--- src/rtl/speed_pkg.sv ---
// Shared types, widths and the period helper for the game-speed controller.
package speed_pkg;

  localparam int LEVEL_W = 3;
  localparam int CNT_W   = 32;
  localparam logic [LEVEL_W-1:0] LEVEL_MAX = 3'd7;

  typedef enum logic [1:0] {
    IDLE  = 2'd0,
    RUN   = 2'd1,
    PAUSE = 2'd2
  } state_t;

  // Tick period for a level: the base period halves per level, floored at min_period.
  function automatic logic [CNT_W-1:0] period_of(
    input logic [LEVEL_W-1:0] lvl,
    input logic [CNT_W-1:0]   base_period = 32'd50_000_000,
    input logic [CNT_W-1:0]   min_period  = 32'd2
  );
    logic [CNT_W-1:0] shifted;
    shifted = base_period >> lvl;
    return (shifted < min_period) ? min_period : shifted;
  endfunction

endpackage

--- src/rtl/speed_controller_if.sv ---
// Control and status bundle between the game-logic layer (master) and the speed controller (slave).
interface speed_controller_if;
  import speed_pkg::*;

  logic               start;
  logic               stop;
  logic               pause;
  logic               level_up;
  logic               level_clr;
  logic               tick;
  logic [LEVEL_W-1:0] level;
  logic               running;
  logic               paused;

  modport master (
    output start, stop, pause, level_up, level_clr,
    input  tick, level, running, paused
  );

  modport slave (
    input  start, stop, pause, level_up, level_clr,
    output tick, level, running, paused
  );

endinterface

--- src/rtl/speed_tick_counter.sv ---
// Free-running period counter: counts while enabled and flags the cycle it reaches period-1.
module speed_tick_counter
  import speed_pkg::*;
(
  input  logic             clk,
  input  logic             reset,
  input  logic             enable,
  input  logic             clear,
  input  logic [CNT_W-1:0] period,
  output logic             wrap
);

  logic [CNT_W-1:0] cnt;

  assign wrap = enable && (cnt == period - CNT_W'(1));

  // clear beats counting so a level change on a wrap cycle still restarts from zero
  always_ff @(posedge clk) begin
    if (!reset) begin
      cnt <= '0;
    end else if (clear) begin
      cnt <= '0;
    end else if (enable) begin
      cnt <= wrap ? '0 : cnt + CNT_W'(1);
    end
  end

endmodule

--- src/rtl/speed_controller.sv ---
// Game-speed controller: IDLE/RUN/PAUSE FSM that emits a one-cycle tick every period_of(level) cycles.
// Optional auto-ramp (level rises every RAMP_TICKS ticks) is enabled by defining SPEED_AUTO_RAMP_EN.
module speed_controller
  import speed_pkg::*;
#(
  parameter int BASE_PERIOD = 50_000_000,
  parameter int MIN_PERIOD  = 2,
  parameter int RAMP_TICKS  = 32
) (
  input  logic               clk,
  input  logic               reset,
  speed_controller_if.slave  bus
);

  state_t             state;
  state_t             state_next;
  logic [LEVEL_W-1:0] level_q;
  logic [LEVEL_W-1:0] level_next;
  logic               level_changed;
  logic               tick_q;
  logic               running_q;
  logic               paused_q;
  logic               cnt_enable;
  logic               cnt_clear;
  logic               wrap;
  logic               ramp_inc;
  logic [CNT_W-1:0]   period;

  assign period = period_of(level_q, CNT_W'(BASE_PERIOD), CNT_W'(MIN_PERIOD));

  always_comb begin
    state_next = state;
    case (state)
      IDLE:    if (bus.start && !bus.stop) state_next = RUN;
      RUN:     if (bus.stop) state_next = IDLE;
               else if (bus.pause) state_next = PAUSE;
      PAUSE:   if (bus.stop) state_next = IDLE;
               else if (!bus.pause) state_next = RUN;
      default: state_next = IDLE;
    endcase
  end

  always_comb begin
    level_next = level_q;
    if (bus.level_clr) begin
      level_next = '0;
    end else if ((bus.level_up || ramp_inc) && (level_q != LEVEL_MAX)) begin
      level_next = level_q + LEVEL_W'(1);
    end
    level_changed = (level_next != level_q);
  end

  // counting only continues in a cycle that stays in RUN, so leaving RUN never produces a tick
  assign cnt_enable = (state == RUN) && !bus.stop && !bus.pause;
  assign cnt_clear  = (state == IDLE) || bus.stop || level_changed;

  speed_tick_counter u_counter (
    .clk    (clk),
    .reset  (reset),
    .enable (cnt_enable),
    .clear  (cnt_clear),
    .period (period),
    .wrap   (wrap)
  );

`ifdef SPEED_AUTO_RAMP_EN
  logic [CNT_W-1:0] ramp_cnt;

  assign ramp_inc = wrap && (ramp_cnt == CNT_W'(RAMP_TICKS - 1));

  always_ff @(posedge clk) begin
    if (!reset) begin
      ramp_cnt <= '0;
    end else if (level_changed || ramp_inc) begin
      ramp_cnt <= '0;
    end else if (wrap) begin
      ramp_cnt <= ramp_cnt + CNT_W'(1);
    end
  end
`else
  localparam int unused_ramp_ticks = RAMP_TICKS;
  assign ramp_inc = 1'b0;
`endif

  always_ff @(posedge clk) begin
    if (!reset) begin
      state     <= IDLE;
      level_q   <= '0;
      tick_q    <= 1'b0;
      running_q <= 1'b0;
      paused_q  <= 1'b0;
    end else begin
      state     <= state_next;
      level_q   <= level_next;
      tick_q    <= wrap;
      running_q <= (state_next == RUN);
      paused_q  <= (state_next == PAUSE);
    end
  end

  assign bus.tick    = tick_q;
  assign bus.level   = level_q;
  assign bus.running = running_q;
  assign bus.paused  = paused_q;

endmodule

--- src/flat_wrapper.sv ---
// flat-port wrapper written by rule: the top's interface ports become plain ports
module speed_controller_flat import speed_pkg::*;
#(
  parameter int BASE_PERIOD = 50_000_000,
  parameter int MIN_PERIOD  = 2,
  parameter int RAMP_TICKS  = 32
)
  (clk, reset, bus_start, bus_stop, bus_pause, bus_level_up, bus_level_clr, bus_tick, bus_level, bus_running, bus_paused);
  speed_controller_if bus_i ();
  input  logic clk;
  input  logic reset;
  input wire logic [$bits(bus_i.start)-1:0] bus_start;
  input wire logic [$bits(bus_i.stop)-1:0] bus_stop;
  input wire logic [$bits(bus_i.pause)-1:0] bus_pause;
  input wire logic [$bits(bus_i.level_up)-1:0] bus_level_up;
  input wire logic [$bits(bus_i.level_clr)-1:0] bus_level_clr;
  output wire logic [$bits(bus_i.tick)-1:0] bus_tick;
  output wire logic [$bits(bus_i.level)-1:0] bus_level;
  output wire logic [$bits(bus_i.running)-1:0] bus_running;
  output wire logic [$bits(bus_i.paused)-1:0] bus_paused;
  assign bus_i.start = bus_start;
  assign bus_i.stop = bus_stop;
  assign bus_i.pause = bus_pause;
  assign bus_i.level_up = bus_level_up;
  assign bus_i.level_clr = bus_level_clr;
  assign bus_tick = bus_i.tick;
  assign bus_level = bus_i.level;
  assign bus_running = bus_i.running;
  assign bus_paused = bus_i.paused;
  speed_controller #(.BASE_PERIOD(BASE_PERIOD), .MIN_PERIOD(MIN_PERIOD), .RAMP_TICKS(RAMP_TICKS)) u_core (.clk(clk), .reset(reset), .bus(bus_i));
endmodule
--- config.mk ---
export PLATFORM = sky130hd
export DESIGN_NAME = speed_controller_flat
export DESIGN_NICKNAME = d
export VERILOG_FILES = /design/src/rtl/speed_pkg.sv /design/src/rtl/speed_controller_if.sv /design/src/rtl/speed_tick_counter.sv /design/src/rtl/speed_controller.sv /design/src/flat_wrapper.sv
export SDC_FILE = /design/constraint.sdc
export NUM_CORES = 1
export LEC_CHECK = 0
export BUFFER_PORTS_ARGS = -buffer_cell sky130_fd_sc_hd__buf_4
export CELL_PAD_IN_SITES_DETAIL_PLACEMENT = 0
export CELL_PAD_IN_SITES_GLOBAL_PLACEMENT = 1
export CORE_MARGIN = 5
export CORE_UTILIZATION = 46
export CTS_CLUSTER_SIZE = 24
export DETAILED_ROUTE_END_ITERATION = 12
export GPL_ROUTABILITY_DRIVEN = 0
export PLACE_DENSITY = 0.8
export SLEW_MARGIN = 20
export SYNTH_ARGS = -nofsm -noshare
export SYNTH_HDL_FRONTEND = slang
export SYNTH_SLANG_ARGS = --single-unit
--- constraint.sdc ---
create_clock -name clk -period 3.25 [get_ports clk]
set_input_delay 0.1625 -clock clk [delete_from_list [all_inputs] [get_ports clk]]
set_output_delay 0.1625 -clock clk [all_outputs]
set_load 0.01 [all_outputs]
; Word level (Yosys, flattened, before mapping)
; Index checks and enable logic that the tools add are counted.
[op_classes]
order_cmp = 1
n_eq_ne = 7
mux = 10
n_reduce_logical = 11
n_shift = 1
addsub = 3
bitwise_logic = 1
[ops]
columns = operator, n
row1 = $mux 32, 2
row2 = $add 32x1->32 const B, 1
row3 = $eq 32x32->1, 1
row4 = $lt 32x2->1 const B, 1
row5 = $shr 26x3->32 const A, 1
row6 = $sub 32x1->32 const B, 1
row7 = $mux 2, 5
row8 = $mux 3, 2
row9 = $pmux 2 s3, 1
row10 = $logic_and 1x1->1, 5
row11 = $eq 2x1->1 const B, 2
row12 = $eq 2x2->1 const B, 2
row13 = $add 3x1->3 const B, 1
row14 = $ne 3x3->1, 1
row15 = $ne 3x3->1 const B, 1
row16 = $logic_not 1->1, 2
row17 = $logic_not 2->1, 1
row18 = $logic_or 1x1->1, 2
row19 = $reduce_or 2->1, 1
row20 = $not 1->1, 1
[totals]
in_bits = 7
register_bits = 40
out_inout_bits = 6
wordCells = 40

; Logic depth before layout (Yosys ltp)
; Gate-level depths: netlist (run 1).
[depth]
word_depth = 7
ltp_mapped = 13
mapped_depth_nobuf = 9

; Hierarchy
; A second synthesis (run 1) with hierarchy kept.
[hier_totals]
cells_unflattened = 418
hier_area_um2 = 3464.6
[by_module_without_submodules]
columns = module, seq_area_each_um2, n_inst, cells_per_inst, area_each_um2
row1 = speed_tick_counter, 640.6, 1, 345, 2835.2
row2 = speed_controller, 160.2, 1, 73, 629.4

; Least setup slack after synthesis (run 1)
; Ideal clock, no wire load.
[synth_timing]
path_type = register to register
start = register u_core.level_q[1], in the netlist u_core.bus.level[1]
end = register u_core.u_counter.cnt[24]
synth_period_minus_slack_ns = 3.095
t_arrival_ns = 2.980
n_path_buf = 2
required_ns = 3.135
setup_ns = 0.115
path_slack_ns = 0.155
path_stages_with_launch = 12
path_cell_list = dfxtp_1 -> buf_2 -> inv_1 -> ha_1 -> nor4_4 -> nand4_1 -> a2111oi_2 -> o211ai_1 -> or4b_4 -> o21bai_4 -> buf_6 -> nor2_1
[synth_via]
elab_chain_len = 7
word_cells_on_any_way = 15
classes_between = 2 x add/sub / 1 x order compare / 3 x eq/ne / 1 x shift / 4 x mux / 4 x reduce/logical
[synth_lines]
columns = element, line
row1 = from (decl), speed_controller.sv:17  ; logic [LEVEL_W-1:0] level_q;
row2 = from (signal assigned), speed_controller.sv:94  ; level_q <= level_next;
row3 = $shr 26x3->32 / $ne 3x3->1 (equally long branches), "speed_pkg.sv:21, speed_controller.sv:47"
row4 = $lt 32x2->1 / $logic_and 1x1->1 (equally long branches), "speed_pkg.sv:22, speed_controller.sv:47"
row5 = $mux 32 / $mux 3 (equally long branches), "speed_pkg.sv:22, speed_controller.sv:47"
row6 = $sub 32x1->32 / $mux 3 (equally long branches), "speed_tick_counter.sv:15, speed_controller.sv:45"
row7 = $eq 32x32->1 / $ne 3x3->1 (equally long branches), "speed_tick_counter.sv:15, speed_controller.sv:50"
row8 = $logic_and 1x1->1 / $logic_or 1x1->1 (equally long branches), "speed_tick_counter.sv:15, speed_controller.sv:55"
row9 = $mux 32 / $reduce_or 2->1 (equally long branches), --
row10 = to (signal assigned), speed_tick_counter.sv:24  ; cnt <= wrap ? '0 : cnt + CNT_W'(1);
row11 = to (decl), speed_tick_counter.sv:13  ; logic [CNT_W-1:0] cnt;
; Several ways; a longest one is shown, not always the timed one.
; A chain may end at the register's enable or synchronous reset.

; Worst setup path in the final report (run 1)
[layout_timing]
start = register u_core.level_q[1], in the netlist u_core.bus.level[1]
end = register u_core.u_counter.cnt[7]
; Same word-level chain as after synthesis.

==> impl_metrics.env, run 1 <==
export IMPL_synth_ff_type="dfxtp_1"
export IMPL_coreArea_mm2=0.00585
export IMPL_antenna_found_initial=0
export IMPL_grtUsageTotal_pct=17.8
export IMPL_dieHeight_um=86.9
export IMPL_portBuffers=12
export IMPL_synthSimpleGateAreaFrac_pct=30.8
export IMPL_holdPathStages=2
export IMPL_synthDominantCellAreaShare_pct=29.4
export IMPL_r2r_end="u_core.u_counter.cnt[7]"
export IMPL_crit_type="flip-flop to flip-flop"
export IMPL_start_util_pct=46.5
export IMPL_clk_pin_slew_ps=90
export IMPL_min_period_ps=2990
export IMPL_swShare_pct=23.6
export IMPL_netlist_area_mm2=0.00272
export IMPL_dieArea_mm2=0.00755
export IMPL_drv_cap=0
export IMPL_setup_viol=0
export IMPL_drc=0
export IMPL_yosysUniqueCellTypes=54
export IMPL_worstPathRequired_ps=3430
export IMPL_initialDrtViolationCount=146
export IMPL_drive_above_1_share_pct=10.5
export IMPL_yosys_warnings=0
export IMPL_report_power_total_uw=992
export IMPL_first_pass_iters=4
export IMPL_cts_max_level=2
export IMPL_nets=368
export IMPL_cpMaxStageDelayCell="or4b_4"
export IMPL_gr_total_overflow=0
export IMPL_antenna_cells=0
export IMPL_synthMuxAreaShare_pct=1.10
export IMPL_die_w_um=86.9
export IMPL_cts_tree="built"
export IMPL_drtAntennaViolNets=0
export IMPL_p_per_area_mw_per_mm2=333
export IMPL_cp_max_fo=30
export IMPL_wl_per_cell_um=14.9
export IMPL_grt_pass1_wl_mm=10.8
export IMPL_async_flop_share_pct=0
export IMPL_min_path_type="primary input to flip-flop"
export IMPL_dp_hpwl_mm=4.74
export IMPL_area_growth_syn_to_layout_pct=9.61
export IMPL_cts_sinks=40
export IMPL_r2r_start="u_core.bus.level[1]"
export IMPL_ff2ff_setup_slack_ps=260
export IMPL_post_cts_resize_count=0
export IMPL_worst_slew_pin_slew_ps=595
export IMPL_cp_data_arrival_time_ps=3170
export IMPL_seqPwrFrac_pct=49.7
export IMPL_post_cts_setup_buffers=0
export IMPL_synth_edf_count=0
export IMPL_p_sw_uw=234
export IMPL_synth_top_area_cell="dfxtp_1"
export IMPL_synth_compound_area_share_pct=14.8
export IMPL_cp_slowest_stage_delay_ps=550
export IMPL_status="complete, no violations"
export IMPL_comb_power_share_pct=7.9
export IMPL_viasPerCell=5.67
export IMPL_synth_commonest_cells="nor2_1 (50), dfxtp_1 (40), nand2_1 (27), xor2_1 (22), xnor2_1 (20)"
export IMPL_yosysSeqAreaShare_pct=29.4
export IMPL_rsz0062_at_grt="false"
export IMPL_synth_nets=362
export IMPL_synthMostInstantiatedCell="nor2_1"
export IMPL_synthAdderAreaFrac_pct=4.14
export IMPL_cts_root_buf="clkbuf_8"
export IMPL_vias=2428
export IMPL_ios=13
export IMPL_setup_tns_ps=0
export IMPL_first_global_vias=2216
export IMPL_p_int_uw=758
export IMPL_hold_path_end="u_core.state[0]"
export IMPL_crit_path_start_kind="flip-flop"
export IMPL_power_leakage_nw=0.993
export IMPL_clkPwrFrac_pct=42.4
export IMPL_ys_seq_elements=40
export IMPL_cts_hold_buf=0
export IMPL_ir_drop_v=0.000225
export IMPL_grt_max_degree=31
export IMPL_syn_instance_count=346
export IMPL_clock_skew_ps=13.3
export IMPL_clockBufferDepth=2
export IMPL_finalCritPeriodShare_pct=92.1
export IMPL_fmax_mhz=334
export IMPL_synth_avg_cell_area_um2=7.87
export IMPL_crit_path_end_kind="flip-flop"
export IMPL_worst_skew_pair_late_latency_ps=300
export IMPL_reg2reg_depth=11
export IMPL_path_cells="inv_1 > ha_1 > buf_4 > or4_1 > nand3_1 > xnor2_1 > nand4_1 > or4b_4 > o21bai_4 > buf_12 > nor2_1"
export IMPL_relSlewSlack_pct=60.3
export IMPL_synthTopCellsByArea="dfxtp_1 (29%), xor2_1 (7.1%), nor2_1 (6.9%), xnor2_1 (6.4%), ha_1 (4.1%)"
export IMPL_cts_inserted_buffers=5
export IMPL_hold_viol=0
export IMPL_worstHoldStart="bus_stop"
export IMPL_synthXorXnorAreaFrac_pct=13.5
export IMPL_wl_mm=6.38
export IMPL_synth_top_family_by_area="simple AND/OR/NAND/NOR gates"
export IMPL_maxSlewViolCount=0
export IMPL_rows=28
## worst max path at each step
stage,start,slack (ps),depth (start not counted),end
final,u_core.bus.level[1],260,11,u_core.u_counter.cnt[7]
after global routing,u_core.bus.level[1],100,11,u_core.u_counter.cnt[7]
after CTS,u_core.bus.level[1],230,11,u_core.u_counter.cnt[7]
after detailed placement,u_core.bus.level[1],280,11,u_core.u_counter.cnt[29]
after global placement,u_core.bus.level[1],320,10,u_core.u_counter.cnt[8]
after floorplan,u_core.bus.level[1],160,11,u_core.u_counter.cnt[24]
## worst max-delay path, delay by kind of cell (launching register included)
| kind | cells | cell delay (ps) |
|---|---|---|
| adder cells (fa/ha/maj) | 1 | 290 |
| AND/OR/NAND/NOR | 5 | 1390 |
| XOR/XNOR | 1 | 120 |
| AO/OA/AOI/OAI | 1 | 180 |
| flip-flops | 1 | 340 |
| buffers and inverters | 3 | 550 |
## power by group through the flow
| stage | combinational (mW) | clock (mW) | sequential [mW] |
|---|---|---|---|
| floorplan | 0.0498 | 0 | 0.507 |
| global placement | 0.0768 | 0 | 0.505 |
| detailed placement | 0.0778 | 0 | 0.505 |
| CTS | 0.0783 | 0.438 | 0.493 |
| global route | 0.0868 | 0.456 | 0.494 |
| finish | 0.0781 | 0.421 | 0.493 |
## layout make-up
class / count / area [um^2]
Clock inverter: 3 / 46.3
Sequential cell: 40 / 801
Multi-Input combinational cell: 271 / 1750
Clock buffer: 5 / 68.8
Timing Repair Buffer: 22 / 178
Inverter: 12 / 45.0
Tap cell: 75 / 93.8
Fill cell: 570 / 2870
## placed cells by master, fill, tap and decap left out, types with 4 or more instances in the layout
| master | instances |
|---|---|
| a21oi_1 | 15 |
| a31oi_1 | 4 |
| and3_1 | 7 |
| buf_4 | 21 |
| clkbuf_8 | 5 |
| dfxtp_1 | 40 |
| ha_1 | 9 |
| inv_1 | 11 |
| nand2_1 | 27 |
| nand2b_1 | 4 |
| nand3_1 | 19 |
| nand4_1 | 11 |
| nor2_1 | 50 |
| nor2b_1 | 5 |
| nor3_1 | 10 |
| nor4_1 | 4 |
| nor4bb_1 | 4 |
| o211ai_1 | 4 |
| o21ai_0 | 10 |
| or3_1 | 4 |
| xnor2_1 | 20 |
| xor2_1 | 22 |
## metal layers
layer	wire length [um]	up-vias	part of all wire [%]	GRT usage [%]
met5	0	-	0	0
met4	88	0	1.4	5.24
met3	252	10	4.0	3.31
met2	2910	46	46	27.9
met1	3130	1145	49	24.9
li1	-	1227	-	-
## kinds of logic (layout without fill, tap and decap cells)
group | Yosys count | after routing
mux | 3 | 3
xor+xnor | 42 | 42
fa+ha+maj | 9 | 9
simple gates | 159 | 159
flops | 40 | 40
compound gates | 58 | 58
buf+inv | 35 | 42
## through the flow
stage	worst slack, ps	utilization (%)	area (um^2)	hold WS, ps	cells
CTS	234	51.0	2980	72.2	428
global route	100	51.0	2980	83.1	428
detailed placement	283	49.0	2870	400	420
floorplan	155	-	2720	242	346
finish	257	51.0	2980	83.1	428
global placement	320	49.0	2870	397	420
## flip-flops by register name (all words and copies together), names as in the netlist
register and flops:
u_core.bus.tick 1, u_core.bus.running 1, u_core.bus.level 3, u_core.u_counter.cnt 32
u_core.state 2, u_core.bus.paused 1
(Power assumes the default switching activity.)
==> run 2, diff against run 1 <==
- CELL_PAD_IN_SITES_GLOBAL_PLACEMENT: 1 -> 2
- CORE_UTILIZATION: 46 -> 37
- PLACE_DENSITY: 0.8 -> unset
- PLACE_DENSITY_LB_ADDON: unset -> 0.05
==> run 2 against run 1 <==
  * Sequential share of layout area is 0.63 points lower
  * First-iteration DRC count is 22% lower
  * Via count is 1.6% lower
  * Final cell count is 6.3% higher
  * Global-route usage is 1.4 points lower
  * Power is 2.1% higher
  * Routed wire length is 10% higher
  * Critical path type unchanged
  * Critical endpoint is now u_core.u_counter.cnt[19]
  * Highest routed layer unchanged
==> impl_metrics.env, run 2 (synthesized netlist as in run 1, its figures left out) <==
export IMPL_status="complete, no violations"
export IMPL_initialDrtViolationCount=114
export IMPL_worst_slew_pin_slew_ps=616
export IMPL_power_leakage_nw=1.02
export IMPL_cp_max_fo=30
export IMPL_viasPerCell=5.25
export IMPL_hold_path_end="u_core.state[0]"
export IMPL_largest_reg_flops=32
export IMPL_drive_above_1_share_pct=11.2
export IMPL_final_core_util_pct=42.3
export IMPL_rows=31
export IMPL_grt_max_degree=32
export IMPL_coreArea_mm2=0.00721
export IMPL_ir_drop_v=0.000149
export IMPL_dp_hpwl_mm=5.25
export IMPL_crit_type="flip-flop to flip-flop"
export IMPL_gr_total_overflow=0
export IMPL_layout_commonest_cell="nor2_1"
export IMPL_cts_root_buf="clkbuf_8"
export IMPL_top_register="u_core.u_counter.cnt"
export IMPL_r2r_start="u_core.bus.level[2]"
export IMPL_reg2reg_depth=8
export IMPL_post_cts_setup_buffers=0
export IMPL_hold_viol=0
export IMPL_rsz0062_at_grt="false"
export IMPL_antenna_found_initial=0
export IMPL_p_per_area_mw_per_mm2=332
export IMPL_layout_common_cells="nor2_1 (50), dfxtp_1 (40), nand2_1 (27), buf_4 (23), xor2_1 (22)"
export IMPL_maxSlewViolCount=0
export IMPL_grtUsageTotal_pct=16.4
export IMPL_crit_path_end_kind="flip-flop"
export IMPL_wl_per_cell_um=15.5
export IMPL_clockBufferDepth=2
export IMPL_setup_viol=0
export IMPL_drc=0
export IMPL_clk_pin_slew_ps=90
export IMPL_post_cts_resize_count=0
export IMPL_first_pass_iters=4
export IMPL_grt_pass1_wl_mm=11.5
export IMPL_die_w_um=95.8
export IMPL_start_util_pct=37.7
export IMPL_min_path_type="primary input to flip-flop"
export IMPL_antenna_cells=0
export IMPL_worst_skew_pair_late_latency_ps=300
export IMPL_crit_path_start_kind="flip-flop"
export IMPL_min_period_ps=3000
export IMPL_worstPathRequired_ps=3440
export IMPL_drv_cap=0
export IMPL_fmax_mhz=334
export IMPL_cp_data_arrival_time_ps=3180
export IMPL_r2r_end="u_core.u_counter.cnt[19]"
export IMPL_cts_hold_buf=0
export IMPL_dieHeight_um=95.8
export IMPL_cts_inserted_buffers=5
export IMPL_relSlewSlack_pct=58.6
export IMPL_wl_mm=7.05
export IMPL_holdPathStages=2
export IMPL_fillCellCount=787
export IMPL_ios=13
export IMPL_cts_max_level=2
export IMPL_first_global_vias=2222
export IMPL_nets=371
export IMPL_cts_tree="built"
export IMPL_finalCritPeriodShare_pct=92.2
export IMPL_worstHoldStart="bus_stop"
export IMPL_ff2ff_setup_slack_ps=250
export IMPL_setup_tns_ps=0
export IMPL_clock_skew_ps=8.14
export IMPL_cts_sinks=40
export IMPL_portBuffers=12
export IMPL_dieArea_mm2=0.00917
export IMPL_area_growth_syn_to_layout_pct=12.2
export IMPL_drtAntennaViolNets=0
export IMPL_vias=2389
## run 2: cell count changes in the layout (fill, tap and decap cells not counted), sizes merged
cell / previous run / this run
buf: 22 / 25
clkbuf: 5 / 6
clkinv: 1 / 2
clkinvlp: 1 / 0
inv: 12 / 11
## run 2: worst max-delay path: stages, from the launching register on
cell and delay, ps:
dfxtp_1 630, clkinv_1 450, o21a_1 300, a2111oi_2 280, o211ai_1 170, or4b_4 600
o21bai_4 180, buf_12 190, nor2_1 70
## run 2: power by group
group | leakage [nW] | switching (mW) | internal (mW)
clock | 0.0614 | 0.190 | 0.251
sequential | 0.323 | 0.00159 | 0.492
combinational | 0.634 | 0.0434 | 0.0348
total | 1.02 | 0.235 | 0.778
## run 2: worst max-delay path by stage
stage	end	depth (start not counted)	slack (ps)	start
2_1_floorplan	u_core.u_counter.cnt[24]	11	160	u_core.bus.level[1]
3_3_place_gp	u_core.u_counter.cnt[23]	8	310	u_core.bus.level[2]
3_5_place_dp	u_core.u_counter.cnt[22]	8	270	u_core.bus.level[2]
4_1_cts	u_core.u_counter.cnt[23]	8	250	u_core.bus.level[2]
5_1_grt	u_core.u_counter.cnt[22]	8	70	u_core.bus.level[2]
6_report	u_core.u_counter.cnt[19]	8	250	u_core.bus.level[2]
## run 2: final cells by class
cell class	count	area [um^2]	share of cell area (%)
Clock buffer	6	82.6	2.70
Sequential cell	40	801	26.2
Clock inverter	2	38.8	1.27
Tap cell	99	124	4.06
Inverter	12	45.0	1.47
Timing Repair Buffer	25	213	6.96
Multi-Input combinational cell	271	1750	57.3
## run 2: metrics by stage
| step | power (mW) | std cells | setup WS [ps] | hold WS [ps] | area [um^2] |
|---|---|---|---|---|---|
| 2_1_floorplan | 0.557 | 346 | 155 | 242 | 2720 |
| 3_3_place_gp | 0.584 | 447 | 305 | 399 | 2930 |
| 3_5_place_dp | 0.584 | 447 | 274 | 401 | 2930 |
| 4_1_cts | 1.02 | 455 | 247 | 79.0 | 3050 |
| 5_1_grt | 1.06 | 455 | 68.0 | 81.2 | 3050 |
| 6_report | 1.01 | 455 | 253 | 86.0 | 3050 |
## run 2: metal layers
| metal | share of wire (%) | wire [um] | track usage [%] |
|---|---|---|---|
| met4 | 1.1 | 77 | 4.27 |
| met5 | 0 | 0 | 0 |
| met2 | 49 | 3460 | 27.3 |
| met1 | 46 | 3220 | 21.5 |
| met3 | 4.2 | 296 | 3.44 |
==> run 3, diff against run 2 <==
- CELL_PAD_IN_SITES_DETAIL_PLACEMENT: 0 -> unset
- CELL_PAD_IN_SITES_GLOBAL_PLACEMENT: 2 -> unset
- CORE_UTILIZATION: 37 -> 55
==> run 3 against run 2 <==
  * Final area down 2.5%
  * Global-route usage is 4.7 points higher
  * Clock skew up 1.1 ps
  * Count of clock-buffer cells in the layout shrank 1
  * Setup slack got worse by 35 ps
  * Power shrank 3.0%
  * Via count increased by 0.96%
  * Die area decreased by 30%
  * Clock power fell by 6.6%
  * Highest routed layer unchanged
==> impl_metrics.env, run 3 (synthesized netlist as in run 1, its figures left out) <==
export IMPL_dp_hpwl_mm=4.68
export IMPL_cts_inserted_buffers=5
export IMPL_setup_tns_ps=0
export IMPL_power_leakage_nw=0.999
export IMPL_portBuffers=12
export IMPL_p_int_uw=753
export IMPL_relSlewSlack_pct=60.4
export IMPL_gr_total_overflow=0
export IMPL_worst_hold_slack_ps=90.7
export IMPL_hold_viol=0
export IMPL_drv_cap=0
export IMPL_seqPwrFrac_pct=50.3
export IMPL_vias=2412
export IMPL_clockBufferDepth=2
export IMPL_fmax_mhz=330
export IMPL_cp_data_arrival_time_ps=3220
export IMPL_antenna_cells=0
export IMPL_maxSlewViolCount=0
export IMPL_area_growth_syn_to_layout_pct=9.47
export IMPL_holdPathStages=2
export IMPL_finalInstanceArea_mm2=0.00298
export IMPL_antenna_found_initial=0
export IMPL_nets=369
export IMPL_cts_max_level=2
export IMPL_clk_pin_slew_ps=80
export IMPL_drc=0
export IMPL_r2r_start="u_core.bus.level[0]"
export IMPL_path_cells="inv_1 > ha_2 > nor4_1 > nand3_1 > a21boi_0 > o211ai_1 > or4b_4 > o21bai_4 > buf_12 > nor2_1"
export IMPL_first_pass_iters=4
export IMPL_wl_per_cell_um=15.1
export IMPL_cts_tree="built"
export IMPL_final_core_util_pct=62.7
export IMPL_crit_path_start_kind="flip-flop"
export IMPL_p_per_area_mw_per_mm2=330
export IMPL_first_global_vias=2226
export IMPL_min_path_type="primary input to flip-flop"
export IMPL_status="complete, no violations"
export IMPL_swShare_pct=23.4
export IMPL_layout_commonest_cell="nor2_1"
export IMPL_comb_power_share_pct=7.8
export IMPL_ios=13
export IMPL_worst_skew_pair_late_latency_ps=300
export IMPL_cp_slowest_stage_delay_ps=570
export IMPL_dieArea_mm2=0.00645
export IMPL_critical_path_top_delay_family="simple AND/OR/NAND/NOR gates"
export IMPL_cts_sinks=40
export IMPL_top_register="u_core.u_counter.cnt"
export IMPL_cp_max_fo=30
export IMPL_rsz0062_at_grt="false"
export IMPL_ff2ff_setup_slack_ps=220
export IMPL_multiInputGateArea_mm2=0.00175
export IMPL_setup_viol=0
export IMPL_drive_above_1_share_pct=11.0
export IMPL_grt_max_degree=31
export IMPL_largest_reg_flops=32
export IMPL_initialDrtViolationCount=131
export IMPL_post_cts_setup_buffers=0
export IMPL_cp_depth=10
export IMPL_cpMaxStageDelayCell="or4b_4"
export IMPL_worst_slew_pin_slew_ps=589
export IMPL_critical_path_endpoint="u_core.u_counter.cnt[22]"
export IMPL_dieHeight_um=80.3
export IMPL_finalCritPeriodShare_pct=93.3
export IMPL_critPathLaunch="u_core.bus.level[0]"
export IMPL_worstPathRequired_ps=3440
export IMPL_worst_path_buf_inv=2
export IMPL_clock_skew_ps=9.27
export IMPL_grt_pass1_wl_mm=10.6
export IMPL_p_sw_uw=230
export IMPL_viasPerCell=5.73
export IMPL_reg2reg_depth=10
export IMPL_crit_path_end_kind="flip-flop"
export IMPL_clkPwrFrac_pct=42.0
export IMPL_cts_root_buf="clkbuf_8"
export IMPL_min_period_ps=3030
export IMPL_placed_area_mm2=0.00287
export IMPL_wl_mm=6.36
export IMPL_ir_drop_v=0.000197
export IMPL_layout_common_cells="nor2_1 (50), dfxtp_1 (40), nand2_1 (27), xor2_1 (22), buf_4 (22)"
export IMPL_crit_type="flip-flop to flip-flop"
export IMPL_start_util_pct=57.2
export IMPL_drtAntennaViolNets=0
export IMPL_register_area_um2=801
export IMPL_dp_cells=413
export IMPL_grtUsageTotal_pct=21.1
export IMPL_r2r_end="u_core.u_counter.cnt[22]"
export IMPL_die_w_um=80.3
export IMPL_rows=25
export IMPL_fillCellCount=466
export IMPL_final_cells=421
export IMPL_coreArea_mm2=0.00475
==> run 3: power by group through the flow <==
stage / Combinational [mW] / Clock (mW) / Sequential, mW
floorplan: 0.0498 / 0 / 0.507
global placement: 0.0741 / 0 / 0.506
detailed placement: 0.0750 / 0 / 0.506
CTS: 0.0752 / 0.425 / 0.494
global route: 0.0824 / 0.448 / 0.495
finish: 0.0762 / 0.413 / 0.494
==> run 3: final cells by class <==
type	instances	area share (%)
multi-input combinational	271	58.8
clock buffer	5	2.31
sequential	40	26.9
timing repair buffer	23	6.22
inverter	12	1.51
tap	67	2.81
clock inverter	3	1.43
==> run 3: metrics by stage <==
stage	total power [mW]	setup WS (ps)
5_1_grt	1.03	24.1
4_1_cts	0.994	142
3_5_place_dp	0.581	157
2_1_floorplan	0.557	155
3_3_place_gp	0.580	254
6_report	0.983	218
==> run 3: repair_timing <==
| item | CTS | global route |
|---|---|---|
| gates resized for setup | 0 | 1 |
| endpoints found under the setup margin | 0 | 30 |
| hold buffers | 0 | 0 |
==> run 3: worst register-to-register path, stage by stage (launching register included) <==
cell and delay, ps:
dfxtp_1 450, inv_1 180, ha_2 300, nor4_1 500
nand3_1 140, a21boi_0 230, o211ai_1 110, or4b_4 570
o21bai_4 180, buf_12 200, nor2_1 70
==> run 3: worst min path at each step <==
stage                     slack, ps                  to     start
after floorplan                 240  u_core.bus.running  bus_stop
after global placement          400     u_core.state[0]  bus_stop
after detailed placement        400     u_core.state[0]  bus_stop
after CTS                        80     u_core.state[0]  bus_stop
after global routing             80     u_core.state[0]  bus_stop
final                            90     u_core.state[0]  bus_stop
==> run 3: layer usage <==
layer | vias up | part of all wire (%) | global-route usage [%]
li1 | 1225 | - | -
met3 | 9 | 3.8 | 3.36
met5 | - | 0 | 0
met1 | 1128 | 49 | 28.0
met4 | 0 | 1.5 | 7.60
met2 | 50 | 46 | 34.4
